===== config.mk =====
export PLATFORM = sky130hd
export DESIGN_NAME = bus_arbiter
export DESIGN_NICKNAME = d
export VERILOG_FILES = /design/src/rtl/bus_arbiter.sv
export SDC_FILE = /design/constraint.sdc
export NUM_CORES = 1
export LEC_CHECK = 0
export ABC_AREA = 0
export BUFFER_PORTS_ARGS = -buffer_cell sky130_fd_sc_hd__buf_2
export CAP_MARGIN = 30
export CORE_MARGIN = 5
export CORE_UTILIZATION = 45
export DETAILED_ROUTE_END_ITERATION = 16
export PLACE_DENSITY = 0.71
export SYNTH_ARGS = -nofsm -noshare
export SYNTH_HDL_FRONTEND = slang
export SYNTH_SLANG_ARGS = --single-unit

===== constraint.sdc =====
create_clock -name clk -period 4.9 [get_ports clk]
set_clock_uncertainty 0.2 [all_clocks]
set_input_delay 0.245 -clock clk [delete_from_list [all_inputs] [get_ports clk]]
set_output_delay 0.245 -clock clk [all_outputs]
set_load 0.02 [all_outputs]

===== src/rtl/bus_arbiter.sv =====
// rtl/bus_arbiter.sv - two-master bus arbiter with hold limit and forced release (optional round-robin ties: BUS_ARB_RR_EN)
module bus_arbiter #(
    parameter int MAX_HOLD = 16,
    parameter int CNT_W    = 8
) (
    input  logic       clk,
    input  logic       rst,
    input  logic       m1_breq,
    input  logic       m2_breq,
    input  logic       bus_tx_active,
    output logic       m1_bgrant,
    output logic       m2_bgrant,
    output logic       msel,
    output logic [1:0] arb_state_show,
    output logic       preempt_pulse
);

    typedef enum logic [1:0] {
        IDLE     = 2'd0,
        GRANT_M1 = 2'd1,
        GRANT_M2 = 2'd2,
        HANDOVER = 2'd3
    } state_t;

    localparam logic [CNT_W-1:0] MAX_HOLD_C = CNT_W'(MAX_HOLD);
    localparam bit               PREEMPT_EN = (MAX_HOLD != 0);

    state_t           state;
    state_t           next_state;
    logic [CNT_W-1:0] hold_cnt;
    logic [CNT_W-1:0] hold_cnt_next;
    logic             preempt_flag;
    logic             flag_next;
    logic             pulse_next;
    logic             msel_next;
    logic             holder_req;
    logic             other_req;
    logic             preempt_ok;
    logic             tie_pick_m2;
    logic             entering_grant;

`ifdef BUS_ARB_RR_EN
    // 0 = M1, 1 = M2; starts at M2 so the first tie after reset goes to M1
    logic last_owner;

    always_ff @(posedge clk) begin
        if (rst) begin
            last_owner <= 1'b1;
        end else if (entering_grant) begin
            last_owner <= (next_state == GRANT_M2);
        end
    end

    assign tie_pick_m2 = ~last_owner;
`else
    assign tie_pick_m2 = 1'b0;
`endif

    function automatic state_t arbitrate(input logic req1, input logic req2, input logic pick_m2);
        state_t result;
        result = IDLE;
        if (req1 && req2) begin
            result = pick_m2 ? GRANT_M2 : GRANT_M1;
        end else if (req1) begin
            result = GRANT_M1;
        end else if (req2) begin
            result = GRANT_M2;
        end
        return result;
    endfunction

    always_comb begin
        next_state     = state;
        hold_cnt_next  = hold_cnt;
        flag_next      = preempt_flag;
        pulse_next     = 1'b0;
        msel_next      = msel;
        entering_grant = 1'b0;

        holder_req = (state == GRANT_M2) ? m2_breq : m1_breq;
        other_req  = (state == GRANT_M2) ? m1_breq : m2_breq;
        preempt_ok = PREEMPT_EN && (hold_cnt >= MAX_HOLD_C) && other_req && !bus_tx_active;

        case (state)
            IDLE: begin
                next_state = arbitrate(m1_breq, m2_breq, tie_pick_m2);
            end
            GRANT_M1, GRANT_M2: begin
                // A voluntary release takes precedence over a forced one
                if (!holder_req) begin
                    next_state = HANDOVER;
                end else if (preempt_ok) begin
                    next_state = HANDOVER;
                    flag_next  = 1'b1;
                    pulse_next = 1'b1;
                end else if (hold_cnt != {CNT_W{1'b1}}) begin
                    hold_cnt_next = hold_cnt + 1'b1;
                end
            end
            HANDOVER: begin
                flag_next = 1'b0;
                // msel still names the previous holder during the dead cycle
                if (preempt_flag && msel && m1_breq) begin
                    next_state = GRANT_M1;
                end else if (preempt_flag && !msel && m2_breq) begin
                    next_state = GRANT_M2;
                end else begin
                    next_state = arbitrate(m1_breq, m2_breq, tie_pick_m2);
                end
            end
            default: begin
                next_state = IDLE;
            end
        endcase

        if ((next_state == GRANT_M1 || next_state == GRANT_M2) && next_state != state) begin
            entering_grant = 1'b1;
            hold_cnt_next  = {{(CNT_W-1){1'b0}}, 1'b1};
            msel_next      = (next_state == GRANT_M2);
        end else if (next_state == IDLE || next_state == HANDOVER) begin
            hold_cnt_next = '0;
        end
    end

    always_ff @(posedge clk) begin
        if (rst) begin
            state         <= IDLE;
            hold_cnt      <= '0;
            preempt_flag  <= 1'b0;
            preempt_pulse <= 1'b0;
            msel          <= 1'b0;
            m1_bgrant     <= 1'b0;
            m2_bgrant     <= 1'b0;
        end else begin
            state         <= next_state;
            hold_cnt      <= hold_cnt_next;
            preempt_flag  <= flag_next;
            preempt_pulse <= pulse_next;
            msel          <= msel_next;
            m1_bgrant     <= (next_state == GRANT_M1);
            m2_bgrant     <= (next_state == GRANT_M2);
        end
    end

    assign arb_state_show = state;

endmodule


**Word level (Yosys, flattened, before mapping)**

Cells that the tools add are included.

- Output and inout bits: 6
- Bits of input ports: 5
- Logic and storage cells: 68
- Register bits after elaboration: 15

- Bitwise operators: 3
- Eq/ne operators: 11
- $lt $le $gt $ge: 1
- Mux-type cells: 20
- Add/sub/neg operators: 1
- Reduce and logical (&&, ||, !) cells: 24

Operators by type and width:

| operator | count |
|---|---|
| 2-to-1 mux 2 bit | 7 |
| 2-to-1 mux 1 bit | 11 |
| nonzero test 3 bit | 3 |
| adder 8 x 1 -> 8 bit (second input constant) | 1 |
| == test 2 bit (second input constant) | 4 |
| >= comparator 8 x 5 -> 1 bit (second input constant) | 1 |
| logical AND 1 bit | 8 |
| != test 8 bit (second input constant) | 1 |
| AND reduction 4 bit | 2 |
| one-hot mux 2 bit (3 select lines) | 1 |
| OR reduction 3 bit | 2 |
| == test 2 x 1 -> 1 bit (second input constant) | 2 |
| zero test 2 bit | 2 |
| != test 2 bit (second input constant) | 2 |
| != test 3 x 1 -> 1 bit (second input constant) | 1 |
| NOT 1 bit | 3 |
| AND reduction 3 bit | 1 |
| zero test 1 bit | 2 |
| logical OR 1 bit | 2 |
| != test 2 bit | 1 |
| one-hot mux 1 bit (2 select lines) | 1 |
| nonzero test 2 bit | 1 |
| OR reduction 2 bit | 1 |

**Depth between registers and ports, before layout**

Gate-level depths: netlist of run 1.

- Depth in word-level cells: 12
- Mapped depth: 13
- Gate-level depth less buffers: 12

**Worst setup path after synthesis of run 1**

No wires, ideal clock.

- Kind: reg2reg
- Start: register state[0], in the netlist arb_state_show[0]
- End: register hold_cnt[1]
- Path buffers: 2
- Stages on the path, launching flop included: 13
- Arrival: 2.826 ns
- Setup slack: 1.808 ns
- Data required time: 4.634 ns
- Setup time: 0.066 ns
- Clock period less this slack: 3.092 ns
- Cell sequence: dfxtp_1 inv_1 ha_1 mux2_2 o31ai_2 clkbuf_1 o21ai_0 a22o_1 inv_1 ha_1 or4b_1 buf_6 a21oi_2

- Cells in the longest elaborated chain, start to end: 11
- Elaborated cells between the ends (all ways): 23
- Classes of those cells: eq/ne: 7; mux: 5; bitwise: 1; reduce/logical: 10

Ends and longest elaborated chain:

| item | RTL line | text |
|---|---|---|
| start: declaration | 28 | `state_t state;` |
| start signal: assignment | 135 | `state <= next_state;` |
| == test 2 bit | 80, 81, 84 |  |
| 2-to-1 mux 1 bit | 81 | `other_req = (state == GRANT_M2) ? m1_breq : m2_breq;` |
| logical AND 1 bit (2 in series) | 82 | `preempt_ok = PREEMPT_EN && (hold_cnt >= MAX_HOLD_C) && other_req && !bus_tx_active;` |
| 2-to-1 mux 2 bit | 92 | `end else if (preempt_ok) begin` |
| 2-to-1 mux 2 bit | 90 | `if (!holder_req) begin` |
| one-hot mux 2 bit (3 select lines) (*) | 84 | `case (state)` |
| named net next_state[1] | 29 | `state_t next_state;` |
| == test 2 x 1 -> 1 bit or == test 2 bit (tied branches) | 116 | `if ((next_state == GRANT_M1 \|\| next_state == GRANT_M2) && next_state != state) begin` |
| logical OR 1 bit | 116 |  |
| logical AND 1 bit | 116 |  |
| OR reduction 3 bit (no source line) (*) | - |  |
| end signal: assignment | 136 | `hold_cnt <= hold_cnt_next;` |
| end: declaration | 30 | `logic [CNT_W-1:0] hold_cnt;` |

Mark *: on every way through the listed nets, which the timed path passes. The rest lies on a longest branch.
A chain may end at the register's enable or synchronous reset.

**Worst setup path after layout of run 1**

Same ends and word-level chain as after synthesis.

==> results of run 1 <==
==> worst max-delay path, stage by stage, from the launching register on <==
cell and delay [ns]:
dfxtp_1 0.47, inv_1 0.10, ha_1 0.21, mux2_2 0.27, o31ai_2 0.19, o21ai_0 0.16
a22o_1 0.25, inv_1 0.07, ha_1 0.26, or4b_1 0.74, a21oi_2 0.18
==> placed cells by master, fill, tap and decap left out <==
cell | netlist | routed
a311oi_1 | 1 | 1
nor4bb_4 | 1 | 1
or2b_1 | 1 | 1
o21ai_1 | 2 | 2
nand4bb_1 | 1 | 1
o211ai_1 | 1 | 1
a311oi_2 | 1 | 1
nor4_4 | 1 | 1
or4b_1 | 1 | 1
clkbuf_4 | 0 | 3
nand4_1 | 2 | 2
ha_1 | 7 | 7
nor2_2 | 6 | 6
a22o_1 | 1 | 1
a21o_1 | 1 | 1
o31ai_2 | 1 | 1
dfxtp_1 | 15 | 15
o211a_1 | 1 | 1
nor3b_1 | 1 | 1
xnor2_1 | 7 | 7
buf_2 | 0 | 10
mux2_2 | 1 | 1
a2111oi_0 | 1 | 1
nor4bb_1 | 1 | 1
o21ai_0 | 4 | 4
a21oi_1 | 2 | 2
nor2_1 | 9 | 9
inv_1 | 9 | 9
nor4_1 | 2 | 2
nand3_1 | 4 | 4
o311ai_0 | 1 | 1
o22ai_1 | 1 | 1
a221oi_1 | 1 | 1
o22a_1 | 1 | 1
nor2b_1 | 2 | 2
clkinv_2 | 0 | 1
nand2_1 | 8 | 8
a21oi_2 | 1 | 1
nor3_1 | 5 | 5
nand2b_1 | 3 | 3
==> sequential cells by signal (all words and copies together) (netlist names) <==
signal,count
hold_cnt,8
arb_state_show,2
m1_bgrant,1
m2_bgrant,1
msel,1
preempt_flag,1
preempt_pulse,1
==> final cells by class <==
cell class	instances	area [µm²]	area share, %
clock buffer	3	22.5	2.12
clock inverter	1	5.00	0.472
inverter	9	33.8	3.18
multi-input combinational	84	616	58.0
sequential	15	300	28.3
tap	27	33.8	3.18
timing repair buffer	10	50.0	4.72
==> cells in the mapped netlist, drive strengths merged, types with 2 or more instances <==
library cell / n
dfxtp: 15
nor2: 15
inv: 9
nand2: 8
ha: 7
xnor2: 7
o21ai: 6
nor3: 5
nand3: 4
a21oi: 3
nand2b: 3
nor4: 3
a311oi: 2
buf: 2
clkbuf: 2
nand4: 2
nor2b: 2
nor4bb: 2
==> per-layer routing <==
| metal | GRT usage (%) | wire length [µm] | up-vias |
|---|---|---|---|
| met4 | 5.08 | 15 | 0 |
| met2 | 20.6 | 867 | 14 |
| met5 | 0 | 0 | - |
| met3 | 5.50 | 90 | 2 |
| li1 | - | - | 420 |
| met1 | 16.9 | 946 | 379 |
==> where the power goes <==
part | switching (mW) | internal, mW | total (mW)
logic | 0.0788 | 0.0469 | 0.126
clock network | 0.0402 | 0.0304 | 0.0706
registers | 0.0136 | 0.132 | 0.146
total | 0.133 | 0.209 | 0.342
==> logic make-up after synthesis <==
| family | share of synthesized area (%) |
|---|---|
| compound gates | 16.3 |
| xor+xnor | 6.26 |
| fa+ha+maj | 8.94 |
| buf+inv | 6.51 |
| flops | 30.7 |
| mux | 1.15 |
| simple gates | 30.1 |
==> path summary, 6_finish.rpt <==
check / from / cells past startpoint / slack (ns) / endpoint
hold reg to reg: preempt_flag$_SDFFE_PP0P_ / 2 / 0.31 / preempt_flag$_SDFFE_PP0P_
setup reg to reg: arb_state_show[0]$_SDFF_PP0_ / 10 / 1.72 / hold_cnt[1]$_SDFFE_PP0P_
hold / removal: rst / 2 / 0.08 / preempt_pulse$_SDFF_PP0_
setup / recovery: arb_state_show[0]$_SDFF_PP0_ / 10 / 1.72 / hold_cnt[1]$_SDFFE_PP0P_
==> stage by stage <==
stage          utilization (%)  cells  worst slack, ns
2_1_floorplan                -    112             1.81
3_3_place_gp              51.1    145             1.86
3_5_place_dp              51.1    145             1.75
4_1_cts                   52.5    149             1.72
5_1_grt                   52.5    149             1.53
6_report                  52.5    149             1.72
==> run_results.csv, run 1 <==
group,metric,value,unit
timing,slew_headroom,49.2,%
final_layout,drive_above_1_share,21.3,%
worst_hold_path,holdCritPathClass,"primary input to register",
clock_tree,cts_setup_buffers,0,
logic_synthesis,synth.net_count,124,
logic_synthesis,yosysWarnings,0,
floorplan,pin_count,11,
clock_tree,cts_tree,"done",
worst_setup_path,critPathKind,"register to register",
global_routing,grt_pass1_wl,3450,µm
final_layout,design_area,1060,µm²
clock_tree,hold_buffers,0,
clock_tree,clkTransAtPathRegs,0.09,ns
final_layout,antennaDiodeCount,0,
timing,fin_setup_tns,0,ns
timing,hold_violations,0,
clock_tree,cts_max_path_buffers,2,
global_routing,grt_antenna_before_repair,0,
timing,rsz0062_at_grt,"no",
timing,whs,0.0765,ns
detailed_routing,drt_wl_total,1920,µm
global_routing,gr-usage-all-layers,13.5,%
final_layout,n_fill_cell,201,
floorplan,rows,16,
logic_synthesis,synth_edf_count,0,
detailed_routing,firstDrtPassIters,4,
worst_setup_path,worstPathArrival,3.20,ns
logic_synthesis,yosysSeqAreaShare,30.7,%
power,powerDensity,322,nW/µm²
logic_synthesis,syn_area,980,µm²
flow_run,drv_cap,0,
power,p_leak,0.385,nW
timing,finalMaxSlewViolations,0,
logic_synthesis,synth_area_leader_cell,"dfxtp_1",
outcome,status,"finished clean",
logic_synthesis,yosys-top-cells-area,"dfxtp_1 31%, ha_1 8.9%, xnor2_1 6.3%",
logic_synthesis,synth-seq-cells,15,
detailed_routing,num_vias,815,
logic_synthesis,synth.distinct_cells,39,
timing,setup_viol,0,
final_layout,syn_to_final_growth,8.30,%
timing,period_share,65.0,%
floorplan,start_util,48.5,%
floorplan,core,2020,µm²
floorplan,die_w,56.7,µm
clock_tree,ctsResizeCount,0,
logic_synthesis,synth_cells,112,
timing,period_minus_slack,3.18,ns
clock_tree,numCtsBuffers,3,
worst_setup_path,cp-end-kind,"register",
placement,dpl-instance-area,1030,µm²
worst_setup_path,required,4.92,ns
detailed_routing,post_drt_wl_per_cell,12.9,µm
clock_tree,cts_root_buffer,"clkbuf_4",
global_routing,grt_max_degree,13,
detailed_routing,route.detailed.drc,0,
global_routing,overflow,0,
logic_synthesis,synth_top_area_share,30.7,%
placement,port_buffers,10,
worst_setup_path,cp-start-kind,"register",
power,p_total,0.342,mW
detailed_routing,vias_per_cell,5.47,
clock_tree,cts_max_level,1,
clock_tree,clk_latency,0.28,ns
logic_synthesis,synthArstFlopShare,0,%
detailed_routing,final_antenna_net_count,0,
timing,clock.fmax,314,MHz
floorplan,die_height,56.7,µm
logic_synthesis,ys.flop_type,"dfxtp_1",
placement,gp_congestion,0.791,
final_layout,finalNetCount,135,
floorplan,die_area,3210,µm²
clock_tree,numClockSinks,15,
global_routing,grt_pass1_vias,759,
placement,dp_hpwl,1420,µm
logic_synthesis,syn_avg_cell_area,8.75,µm²
worst_setup_path,path_max_fanout,11,
power,peakVddDrop,172,µV
timing,tightest_slew,0.757,ns
detailed_routing,dr.first_iter.drc_count,20,
Power figures use the tool's default switching activity.
==> inputs of run 2 (changes only) <==
Settings changed: ABC_AREA 0 to 1.
Clock period 4.9 ns to 3.1 ns, I/O delays scaled along.
==> run 2 against run 1 <==
  * Fmax increased by 29%
  * Combinational power rose by 110%
  * Register-to-register slack worse by 1.1 ns
  * Largest power group is now combinational cells
  * Global-route usage is 0.79 points lower
  * Critical endpoint is now hold_cnt[3]$_SDFFE_PP0P_
  * Cell count grew 17%
  * Highest routed layer unchanged
  * First-iteration DRC count shrank 20%
  * Via count rose by 1.1%
==> run_results.csv, run 2 <==
group,metric,value,unit
outcome,status,"finished clean",
logic_synthesis,synth.most_common_cell,"inv_1",
worst_setup_path,path_max_fanout,7,
floorplan,pin_count,11,
timing,clock.fmax,404,MHz
worst_setup_path,worstPathArrival,2.45,ns
final_layout,finalNonFillerCells,174,
power,powerDensity,549,nW/µm²
timing,rsz0062_at_grt,"no",
detailed_routing,dr.first_iter.drc_count,16,
worst_setup_path,path_common_cell,"inv_1",
logic_synthesis,ys.flop_type,"dfxtp_1",
floorplan,rows,17,
floorplan,die_w,57.3,µm
final_layout,n_fill_cell,224,
timing,finalMaxSlewViolations,0,
logic_synthesis,synth_edf_count,0,
detailed_routing,vias_per_cell,4.74,
floorplan,die_height,57.3,µm
worst_setup_path,path_cells,"inv_1, ha_1, o21ai_2, nand3_2, nand2_2, nand2_4, nand2_4, inv_1, ha_1, inv_1, nand2_2, nand3_4, nor2_2",
final_layout,multi_input_area,584,µm²
clock_tree,numClockSinks,15,
detailed_routing,drt_wl_total,1860,µm
global_routing,overflow,0,
clock_tree,cts_setup_buffers,0,
placement,dp_hpwl,1490,µm
logic_synthesis,yosysSeqAreaShare,29.9,%
final_layout,final_cell_mix,"27 x inv_1, 17 x nand2_1, 15 x dfxtp_1, 12 x nor2_1, 10 x buf_2",
worst_setup_path,cp_slowest_stage_delay,0.40,ns
flow_run,drv_cap,0,
global_routing,grt_use_met2,25.0,%
worst_setup_path,critical_path.top_delay_family,"simple AND/OR/NAND/NOR gates",
timing,setup_viol,0,
logic_synthesis,yosys-top-cells-area,"dfxtp_1 30%, inv_1 10%, ha_1 8.7%",
floorplan,start_util,46.3,%
final_layout,antennaDiodeCount,0,
detailed_routing,firstDrtPassIters,4,
worst_setup_path,cp-start-kind,"register",
logic_synthesis,synthArstFlopShare,0,%
timing,tightest_slew,0.309,ns
global_routing,grt_pass1_wl,3330,µm
timing,fin_setup_tns,0,ns
logic_synthesis,syn_area,1000,µm²
clock_tree,cts_root_buffer,"clkbuf_4",
global_routing,use_met3,2.94,%
final_layout,finalCoreUtilization,51.3,%
detailed_routing,route.detailed.drc,0,
global_routing,gr-usage-all-layers,12.7,%
worst_hold_path,holdCritPathClass,"primary input to register",
global_routing,grt_max_degree,13,
floorplan,die_area,3280,µm²
logic_synthesis,synth_cells,133,
global_routing,grt_antenna_before_repair,0,
power,p_leak,0.507,nW
logic_synthesis,synth-seq-cells,15,
final_layout,syn_to_final_growth,10.7,%
global_routing,grt_pass1_vias,822,
clock_tree,numCtsBuffers,3,
timing,period_minus_slack,2.48,ns
floorplan,core,2170,µm²
timing,hold_violations,0,
global_routing,grt.met1_usage,13.6,%
final_layout,drive_above_1_share,28.8,%
final_layout,largest_reg_flops,8,
detailed_routing,num_vias,824,
logic_synthesis,syn_avg_cell_area,7.55,µm²
placement,port_buffers,10,
worst_setup_path,critPathBufInv,3,
placement,gp_congestion,0.845,
logic_synthesis,synth_top_area_share,29.9,%
clock_tree,cts_max_level,1,
clock_tree,cts_tree,"done",
worst_setup_path,cp-end-kind,"register",
timing,slew_headroom,79.4,%
logic_synthesis,yosysWarnings,0,
logic_synthesis,synth.distinct_cells,26,
final_layout,finalNetCount,159,
final_layout,layout.cells.most_common,"inv_1",
logic_synthesis,synthTopCellsByCount,"27 x inv_1, 17 x nand2_1, 15 x dfxtp_1",
placement,dpl.cell_count,169,
logic_synthesis,synth_area_leader_cell,"dfxtp_1",
final_layout,regMostFlops,"hold_cnt",
worst_setup_path,critPathKind,"register to register",
logic_synthesis,synth.net_count,145,
worst_setup_path,slowest_stage,"dfxtp_1",
timing,period_share,79.9,%
detailed_routing,post_drt_wl_per_cell,10.7,µm
global_routing,top_usage_layer,"met2",
clock_tree,cts_max_path_buffers,2,
final_layout,seq_area,300,µm²
worst_setup_path,required,3.08,ns
clock_tree,clkTransAtPathRegs,0.10,ns
power,peakVddDrop,407,µV
detailed_routing,final_antenna_net_count,0,
clock_tree,clk_latency,0.28,ns
[run 2: changes by cell type after synthesis, sizes merged, moves of 4 or more]
| cell | previous run | this run |
|---|---|---|
| nand2 | 8 | 28 |
| inv | 9 | 28 |
| nand3 | 4 | 10 |
| nor2 | 15 | 20 |
| xnor2 | 7 | 2 |
| xor2 | 0 | 5 |
| nor3 | 5 | 1 |
[run 2: final cells by class]
cell class                 count  area share, %
clock inverter                 1          0.450
sequential                    15           27.0
inverter                      28           9.45
multi-input combinational     88           52.5
tap                           28           3.15
timing repair buffer          11           5.40
clock buffer                   3           2.02
[run 2: worst paths after layout]
| kind | startpoint | endpoint | slack, ns | depth (start not counted) |
|---|---|---|---|---|
| worst max-delay path | arb_state_show[0]$_SDFF_PP0_ | hold_cnt[3]$_SDFFE_PP0P_ | 0.62 | 13 |
| worst min-delay path | m1_breq | arb_state_show[0]$_SDFF_PP0_ | 0.15 | 5 |
| worst min register to register | preempt_flag$_SDFFE_PP0P_ | preempt_flag$_SDFFE_PP0P_ | 0.31 | 2 |
| worst max register to register | arb_state_show[0]$_SDFF_PP0_ | hold_cnt[3]$_SDFFE_PP0P_ | 0.62 | 13 |
[run 2: cell families (layout without fill, tap and decap cells)]
group                    count (synthesis)  count (layout)  synth area share, %
AO/OA/AOI/OAI                           10              10                 6.23
XOR/XNOR                                 7               7                 6.10
AND/OR/NAND/NOR                         64              64                 37.1
buffers and inverters                   30              43                 12.0
flip-flops                              15              15                 29.9
adder cells (fa/ha/maj)                  7               7                 8.72
[run 2: metrics by stage]
| stage | instance area [µm²] | power [mW] | worst slack, ns | hold slack [ns] |
|---|---|---|---|---|
| after floorplan | 1000 | 0.452 | 0.678 | 0.237 |
| after global placement | 1070 | 0.494 | 0.769 | 0.223 |
| after detailed placement | 1070 | 0.504 | 0.654 | 0.227 |
| after CTS | 1110 | 0.620 | 0.621 | 0.136 |
| after global routing | 1110 | 0.664 | 0.467 | 0.162 |
| final | 1110 | 0.611 | 0.622 | 0.146 |
[run 2: worst reg2reg max path, delay by kind of cell, from the launching register on]
family                   cells  cell delay [ns]
AND/OR/NAND/NOR              7             0.63
adder cells (fa/ha/maj)      2             0.53
flip-flops                   1             0.40
buffers and inverters        3             0.35
AO/OA/AOI/OAI                1             0.26
[run 2: metal layers]
metal	vias up	routed length, µm
li1	429	-
met1	378	784
met2	15	1010
met3	2	52
met4	0	12
met5	-	0
[run 2: repair_timing]
item / 4_1_cts / 5_1_grt
endpoints found under the hold margin: 7 / 0
hold buffers: 1 / 0
resized for setup: 0 / 0
[run 2: report_power, final]
| part | total, mW | internal, mW | switching [mW] | leakage, nW |
|---|---|---|---|---|
| combinational | 0.262 | 0.0898 | 0.172 | 0.367 |
| sequential | 0.237 | 0.214 | 0.0230 | 0.122 |
| clock | 0.112 | 0.0478 | 0.0644 | 0.0177 |
==> inputs of run 3 (changes only) <==
Settings changed: PLACE_DENSITY 0.71 to 0.73.
Clock period 3.1 ns to 2.1 ns, I/O delays scaled along.
==> run 3 against run 2 <==
  * Global-route usage rose by 1.4 points
  * Sequential power rose by 44%
  * Register-to-register slack got worse by 0.56 ns
  * Critical path type unchanged
  * Critical endpoint is now hold_cnt[2]$_SDFFE_PP0P_
  * Largest power group unchanged
==> run_results.csv, run 3 (synthesized netlist as in run 2, its figures left out) <==
group,metric,value,unit
outcome,status,"finished clean",
timing,hold_violations,0,
global_routing,grt_pass1_vias,938,
clock_tree,cts_root_buffer,"clkbuf_4",
clock_tree,numCtsBuffers,3,
global_routing,grt_antenna_before_repair,0,
final_layout,antennaDiodeCount,0,
global_routing,overflow,0,
final_layout,finalCoreUtilization,59.5,%
power,powerDensity,849,nW/µm²
worst_setup_path,cp_slowest_stage_delay,0.37,ns
flow_run,drv_cap,0,
worst_setup_path,cp-endpoint,"hold_cnt[2]$_SDFFE_PP0P_",
detailed_routing,num_vias,870,
floorplan,die_area,3280,µm²
timing,worst_slack,0.0597,ns
worst_setup_path,cp-end-kind,"register",
final_layout,final_cell_mix,"23 x inv_1, 16 x nand2_1, 13 x dfxtp_1, 11 x nor2_1, 11 x buf_4",
detailed_routing,vias_per_cell,4.68,
detailed_routing,route.detailed.drc,0,
worst_setup_path,startpoint,"arb_state_show[0]$_SDFF_PP0_",
worst_setup_path,crit_cells,16,
timing,clock.fmax,490,MHz
worst_setup_path,cp-start-kind,"register",
final_layout,largest_reg_flops,8,
global_routing,grt_use_met2,27.9,%
final_layout,regMostFlops,"hold_cnt",
global_routing,grt_pass1_wl,3700,µm
placement,dpl-instance-area,1180,µm²
worst_setup_path,r2r-start,"arb_state_show[0]$_SDFF_PP0_",
timing,period_minus_slack,2.04,ns
detailed_routing,firstDrtPassIters,3,
worst_setup_path,required,2.14,ns
placement,dp_slack,-0.0570,ns
placement,port_buffers,10,
power,peakVddDrop,627,µV
final_layout,drive_above_1_share,41.1,%
floorplan,die_w,57.3,µm
timing,finalMaxSlewViolations,0,
floorplan,pin_count,11,
detailed_routing,dr.first_iter.drc_count,6,
worst_setup_path,path_cells,"inv_4, ha_4, inv_2, nand2_2, nand2_2, nand3_4, nand3_2, nand2_2, nand2_4, nand2_4, inv_4, ha_4, inv_6, nand2_4, nand3_4, nor2_2",
worst_setup_path,critPathBufInv,4,
global_routing,grt.met1_usage,13.6,%
final_layout,n_fill_cell,198,
final_layout,syn_to_final_growth,28.5,%
placement,dpl.cell_count,178,
global_routing,use_met3,4.30,%
detailed_routing,final_antenna_net_count,0,
global_routing,top_usage_layer,"met2",
worst_setup_path,critPathKind,"register to register",
global_routing,grt_max_degree,11,
detailed_routing,post_drt_wl_per_cell,10.9,µm
clock_tree,clkTransAtPathRegs,0.10,ns
timing,rsz0062_at_grt,"yes",
final_layout,layout.cells.most_common,"inv_1",
floorplan,rows,17,
timing,setup_viol,0,
final_layout,finalNonFillerCells,186,
worst_setup_path,critical_path.top_delay_family,"simple AND/OR/NAND/NOR gates",
power,p_total,1.10,mW
clock_tree,cts_max_level,1,
detailed_routing,drt_wl_total,2030,µm
final_layout,finalNetCount,171,
worst_setup_path,r2r_end,"hold_cnt[2]$_SDFFE_PP0P_",
worst_hold_path,holdCritPathClass,"primary input to register",
worst_setup_path,worstPathArrival,2.08,ns
final_layout,design_area,1290,µm²
clock_tree,cts_tree,"done",
floorplan,core,2170,µm²
timing,tightest_slew,0.261,ns
clock_tree,numClockSinks,15,
worst_setup_path,slowest_stage,"dfxtp_4",
worst_setup_path,reg2reg_depth,16,
worst_setup_path,reg2reg_slack,0.06,ns
clock_tree,clk_latency,0.30,ns
placement,gp_congestion,0.792,
floorplan,die_height,57.3,µm
floorplan,start_util,46.3,%
global_routing,gr-usage-all-layers,14.2,%
timing,period_share,97.2,%
placement,dp_hpwl,1570,µm
power,p_leak,0.569,nW
worst_setup_path,path_max_fanout,7,
timing,slew_headroom,82.6,%
clock_tree,cts_max_path_buffers,2,
run 3: through the flow:
| stage | hold WS, ns | TNS (ns) |
|---|---|---|
| final | 0.0794 | 0 |
| after CTS | 0.0727 | 0 |
| after global placement | 0.167 | 0 |
| after global routing | 0.106 | -0.424 |
| after detailed placement | 0.179 | -0.363 |
| after floorplan | 0.186 | 0 |
run 3: layout make-up:
cell class / count / area (µm²) / share of cell area, %
Clock buffer: 3 / 22.5 / 1.74
Clock inverter: 1 / 7.51 / 0.581
Inverter: 28 / 115 / 8.91
Multi-Input combinational cell: 88 / 641 / 49.6
Sequential cell: 15 / 308 / 23.8
Tap cell: 28 / 35.0 / 2.71
Timing Repair Buffer: 23 / 163 / 12.6
run 3: per-layer routing:
metal / vias up / routed length [µm]
met5: - / 0
met1: 400 / 824
met2: 12 / 1110
met4: 0 / 23
met3: 5 / 81
li1: 453 / -
run 3: worst min-delay path by stage:
stage / depth (start not counted) / end / startpoint
3_5_place_dp: 2 / arb_state_show[1]$_SDFF_PP0_ / rst
3_3_place_gp: 2 / arb_state_show[1]$_SDFF_PP0_ / rst
2_1_floorplan: 2 / arb_state_show[0]$_SDFF_PP0_ / rst
6_report: 5 / arb_state_show[0]$_SDFF_PP0_ / m1_breq
4_1_cts: 5 / arb_state_show[0]$_SDFF_PP0_ / m1_breq
5_1_grt: 5 / arb_state_show[0]$_SDFF_PP0_ / m1_breq
run 3: power by group:
| group | internal (mW) | switching [mW] | total, mW | leakage (nW) |
|---|---|---|---|---|
| combinational | 0.249 | 0.330 | 0.579 | 0.432 |
| clock | 0.0727 | 0.103 | 0.175 | 0.0139 |
| sequential | 0.318 | 0.0237 | 0.342 | 0.123 |
| total | 0.640 | 0.456 | 1.10 | 0.569 |
run 3: tightest hold or removal path, stage by stage:
cell and delay (ns):
buf_2 0.11, nand2_1 0.09, nand2_2 0.08, inv_1 0.07, nor2_1 0.09
run 3: what timing repair did:
item,4_1_cts,5_1_grt
pin swaps,6,8
hold buffers,1,0
setup buffers,2,1
gates resized for setup,5,7
setup endpoints to repair,8,9
hold endpoints to repair,7,0
